$ cat src/rtl/vga_delay_line.sv
// rtl/vga_delay_line.sv - fixed-latency VGA timing/colour delay line with fill tracking and frame counter
module vga_delay_line #(
    parameter int DELAY     = 2,
    parameter int CNT_W     = 11,
    parameter int RGB_W     = 12,
    parameter int BLANK_RGB = 1,
    parameter int FCNT_W    = 16
) (
    input  logic              clk,
    input  logic              rst_n,
    input  logic              en,
    input  logic [CNT_W-1:0]  in_hcount,
    input  logic [CNT_W-1:0]  in_vcount,
    input  logic              in_hsync,
    input  logic              in_vsync,
    input  logic              in_hblnk,
    input  logic              in_vblnk,
    input  logic [RGB_W-1:0]  in_rgb,
    output logic [CNT_W-1:0]  out_hcount,
    output logic [CNT_W-1:0]  out_vcount,
    output logic              out_hsync,
    output logic              out_vsync,
    output logic              out_hblnk,
    output logic              out_vblnk,
    output logic [RGB_W-1:0]  out_rgb,
    output logic              out_valid,
    output logic              frame_start,
    output logic [FCNT_W-1:0] frame_cnt
);

    localparam int FW = $clog2(DELAY + 1);
    localparam logic [FW-1:0] FILL_MAX = FW'(DELAY);
    localparam logic [FW-1:0] FILL_PRE = FW'(DELAY - 1);

    typedef struct packed {
        logic [CNT_W-1:0] hcount;
        logic [CNT_W-1:0] vcount;
        logic             hsync;
        logic             vsync;
        logic             hblnk;
        logic             vblnk;
        logic [RGB_W-1:0] rgb;
    } pix_t;

    pix_t              stage [DELAY];
    pix_t              in_pix;
    pix_t              tail_pix;
    pix_t              load_pix;
    logic [FW-1:0]     fill_cnt;
    logic              valid_q;
    logic              fs_q;
    logic [FCNT_W-1:0] fcnt_q;
    logic              fill_hit;
    logic              load_origin;
    logic              out_origin;
    logic              fs_next;

    assign in_pix = {in_hcount, in_vcount, in_hsync, in_vsync, in_hblnk, in_vblnk, in_rgb};

    // Word about to enter the final stage; blanking is applied here so it costs no extra cycle.
    generate
        if (DELAY == 1) begin : g_tail_in
            assign tail_pix = in_pix;
        end else begin : g_tail_stage
            assign tail_pix = stage[DELAY-2];
        end
    endgenerate

    always_comb begin
        load_pix = tail_pix;
        if ((BLANK_RGB != 0) && (tail_pix.hblnk || tail_pix.vblnk)) begin
            load_pix.rgb = '0;
        end
    end

    // The edge that loads a pixel into the final stage is the edge on which the fill count reaches DELAY.
    always_comb begin
        fill_hit    = (fill_cnt >= FILL_PRE);
        load_origin = (load_pix.hcount == '0) && (load_pix.vcount == '0);
        out_origin  = (stage[DELAY-1].hcount == '0) && (stage[DELAY-1].vcount == '0);
        // A valid (0,0) already on the output means this load repeats it rather than starting a frame.
        fs_next     = load_origin && fill_hit && !(valid_q && out_origin);
    end

    always_ff @(posedge clk or negedge rst_n) begin
        if (!rst_n) begin
            for (int i = 0; i < DELAY; i++) begin
                stage[i] <= '0;
            end
            fill_cnt <= '0;
            valid_q  <= 1'b0;
            fs_q     <= 1'b0;
            fcnt_q   <= '0;
        end else if (en) begin
            for (int i = DELAY - 1; i > 0; i--) begin
                stage[i] <= stage[i-1];
            end
            stage[0]       <= in_pix;
            stage[DELAY-1] <= load_pix;
            if (fill_cnt != FILL_MAX) begin
                fill_cnt <= fill_cnt + 1'b1;
            end
            valid_q <= fill_hit;
            fs_q    <= fs_next;
            if (fs_next) begin
                fcnt_q <= fcnt_q + 1'b1;
            end
        end else begin
            fs_q <= 1'b0;
        end
    end

    assign out_hcount  = stage[DELAY-1].hcount;
    assign out_vcount  = stage[DELAY-1].vcount;
    assign out_hsync   = stage[DELAY-1].hsync;
    assign out_vsync   = stage[DELAY-1].vsync;
    assign out_hblnk   = stage[DELAY-1].hblnk;
    assign out_vblnk   = stage[DELAY-1].vblnk;
    assign out_rgb     = stage[DELAY-1].rgb;
    assign out_valid   = valid_q;
    assign frame_start = fs_q;
    assign frame_cnt   = fcnt_q;

endmodule

$ cat config.mk
export PLATFORM = sky130hd
export DESIGN_NAME = vga_delay_line
export DESIGN_NICKNAME = d
export VERILOG_FILES = /design/src/rtl/vga_delay_line.sv
export SDC_FILE = /design/constraint.sdc
export NUM_CORES = 1
export LEC_CHECK = 0
export BUFFER_PORTS_ARGS = -buffer_cell sky130_fd_sc_hd__buf_2
export CAP_MARGIN = 25
export CORE_MARGIN = 3
export CORE_UTILIZATION = 45
export DETAILED_ROUTE_END_ITERATION = 12
export HOLD_SLACK_MARGIN = 0.08
export PLACE_DENSITY = 0.69
export SLEW_MARGIN = 40
export SYNTH_ARGS = -nofsm -noshare
export SYNTH_HDL_FRONTEND = slang
export SYNTH_SLANG_ARGS = --single-unit
$ cat constraint.sdc
create_clock -name clk -period 2.5 [get_ports clk]
set_clock_uncertainty 0.05 [all_clocks]
set_input_delay 0.375 -clock clk [delete_from_list [all_inputs] [get_ports clk]]
set_output_delay 0.375 -clock clk [all_outputs]
set_load 0.1 [all_outputs]
==> results.yml <==
detailed_routing:
  final_antenna_net_count: 0
  firstDrtPassIters: 4
  drc: 0
  post_drt_wl_per_cell_um: 15.7
  drtIter0Drc: 71
  drt_wl_total_mm: 7.67
  vias: 2433
  via_per_inst: 4.99
timing:
  tightest_slew_ns: 0.628
  slew_viol_final: 0
  slew_headroom_pct: 58.1
  fmax_mhz: 451
  period_needed_ns: 2.22
  post-route-period-util_pct: 88.7
  rsz0062_at_grt: "no"
  finalSetupViolations: 0
  fin_ws_ns: 0.283
  hold_viol: 0
  fin_tns_setup_ns: 0
global_routing:
  grt_first_pass_wirelength_mm: 12.2
  grt_max_degree: 80
  use_met2_pct: 25.1
  overflow: 0
  grt.busiest_layer: "met2"
  antenna_found_initial: 0
  grtUsageMet1_pct: 19.7
  use_met3_pct: 3.86
  grt_pass1_vias: 2510
  grt_use_total_pct: 15.2
worst_setup_path:
  crit-reg2reg-launch: "fill_cnt[0]"
  critPathBufInv: 1
  crit_path_max_incr_delay_ns: 0.64
  cp.required_ns: 2.68
  cp-start-kind: "flop"
  critPathArrivalTime_ns: 2.40
  end_kind: "flop"
  r2r-end: "frame_cnt[1]"
  rr_worst_depth: 5
  slowest_stage: "o2111a_1"
  regToRegSetupSlack_ns: 0.28
  cp_max_fo: 17
  cp_cell_sequence: "inv_1 -> ha_1 -> nor4b_1 -> o2111a_1 -> mux2_2"
  crit_family: "compound AO/OA/AOI/OAI gates"
  crit_type: "flop to flop"
clock_network:
  cts_setup_buffers: 0
  cts_tree: "built"
  htree_levels: 3
  numCtsBuffers: 9
  cts-root-buf: "clkbuf_8"
  insertion_delay_ns: 0.34
  cts-resized-gates: 0
  path_clk_slew_ns: 0.09
  cts_sinks: 96
  clk_path_buf_depth: 2
min_path:
  worstHoldEndpoint: "load_pix[26]"
  hp-class: "primary input to flop"
  min_from: "in_vcount[10]"
  holdPathStages: 2
placed_design:
  io_buffers: 96
  pre_cts_slack_ns: 0.284
  gp_congestion: 0.838
  post_dp_cell_area_um2: 4430
  place_hpwl_mm: 5.46
floorplan:
  coreArea_um2: 8760
  chipWidth_um: 101
  rows: 34
  ioPinCount: 97
  die_h_um: 101
  dieArea_um2: 10300
  initial_core_util_pct: 46.8
synthesis:
  synth_edf_count: 0
  syn-cell-area_um2: 4100
  yosysMostFrequentCell: "dfrtp_1"
  syn-mean-instance-area_um2: 13.1
  yosysTopAreaCell: "dfrtp_1"
  ys.flop_type: "dfrtp_1"
  synth-async-reset-ratio_pct: 100
  synthDominantCellAreaShare_pct: 58.6
  syn_inst: 312
  synth_common_cells: "dfrtp_1, mux2_2, buf_4"
  ys_top_cells_by_area: "dfrtp_1, mux2_2, buf_4"
  yosysSeqAreaShare_pct: 58.6
  syn-num-nets: 356
  ys_warn_count: 0
  ys_types: 27
  ys_ff_latch: 96
power:
  totalPowerFinal_mw: 3.82
  p_per_area_nw_per_um2: 827
  p_leak_nw: 2.18
  vdd_ir_drop_max_v: 0.000435
cells_and_area:
  postLayoutCellArea_um2: 4620
  fill_cells: 818
  multi_input_area_um2: 1310
  antenna_cells: 0
  final_layout_size_suffix_gt1_share_pct: 47.6
  area_growth_pct: 12.6
  final-seq-area_um2: 2400
  nNetsFinal: 420
status:
  outcome: "finished, final reports clean"
run:
  cap_viol_max_count: 0
power breakdown:
group	switching [mW]	internal, mW
Sequential	0.119	1.72
Combinational	0.834	0.249
Clock	0.514	0.382
Total	1.47	2.35
registers in the layout, indices dropped and copies added, names as in the netlist:
| register | count |
|---|---|
| load_pix | 26 |
| frame_cnt | 16 |
| out_rgb | 12 |
| stage | 12 |
| out_hcount | 11 |
| out_vcount | 11 |
| fill_cnt | 2 |
| frame_start | 1 |
| out_hblnk | 1 |
| out_hsync | 1 |
| out_valid | 1 |
| out_vblnk | 1 |
| out_vsync | 1 |
how the worst max path moves through the flow:
stage / slack [ns] / start / endpoint / cells past startpoint
2_1_floorplan: 0.34 / out_valid / frame_cnt[12] / 7
3_3_place_gp: 0.37 / load_pix[29] / frame_cnt[1] / 4
3_5_place_dp: 0.28 / fill_cnt[0] / frame_cnt[1] / 5
4_1_cts: 0.28 / fill_cnt[0] / frame_cnt[1] / 5
5_1_grt: 0.15 / load_pix[22] / frame_cnt[11] / 5
6_report: 0.28 / fill_cnt[0] / frame_cnt[1] / 5
area by class of cell:
class | count | share of cell area (%)
clock buffers | 10 | 2.98
multi-input cells | 154 | 28.4
flip-flops and latches | 96 | 52.0
clock inverters | 5 | 0.732
repair buffers | 100 | 11.7
well taps | 108 | 2.93
inverters | 15 | 1.22
stage by stage:
step	std cells	hold slack (ns)	utilization, %
2_1_floorplan	312	0.0294	-
3_3_place_gp	472	0.381	50.6
3_5_place_dp	472	0.387	50.6
4_1_cts	488	0.193	52.7
5_1_grt	488	0.191	52.7
6_report	488	0.206	52.7
routing by layer:
metal | share of wire, % | vias up
met5 | 0 | -
met4 | 1.1 | 0
met3 | 5.2 | 6
met2 | 49 | 52
met1 | 45 | 1211
li1 | - | 1164
cell families (layout without fill, tap and decap cells):
logic type	count (synthesis)	after routing	share of synthesized area, %
AOI/OAI and AO/OA	13	13	1.74
adders and majority gates	3	3	0.916
buffers and inverters	62	130	9.53
xor gates and xnor gates	16	16	3.42
and+or+nand+nor	55	55	7.39
DFF	96	96	58.6
muxes	67	67	18.4
cell usage in the layout, fill, tap and decap left out:
| cell type | count |
|---|---|
| and2_1 | 2 |
| and3_1 | 5 |
| and4_1 | 2 |
| buf_12 | 2 |
| buf_2 | 95 |
| buf_4 | 2 |
| clkbuf_8 | 10 |
| clkinv_2 | 2 |
| clkinv_4 | 1 |
| clkinvlp_4 | 2 |
| dfrtp_1 | 96 |
| dlygate4sd3_1 | 1 |
| ha_1 | 3 |
| inv_1 | 15 |
| mux2_2 | 66 |
| mux2i_1 | 1 |
| nand2_1 | 16 |
| nand2b_1 | 1 |
| nand3_1 | 7 |
| nand4_1 | 7 |
| nor2_1 | 1 |
| nor2b_1 | 1 |
| nor3_1 | 1 |
| nor3b_2 | 1 |
| nor4_1 | 9 |
| nor4b_1 | 2 |
| o2111a_1 | 1 |
| o21ai_0 | 12 |
| xnor2_1 | 15 |
| xor2_1 | 1 |
timing repair:
action | CTS | global route
endpoints found under the setup margin | 0 | 0
hold buffers | 1 | 0
endpoints found under the hold margin | 48 | 0
Note: power is estimated with default switching activity, not from simulation.
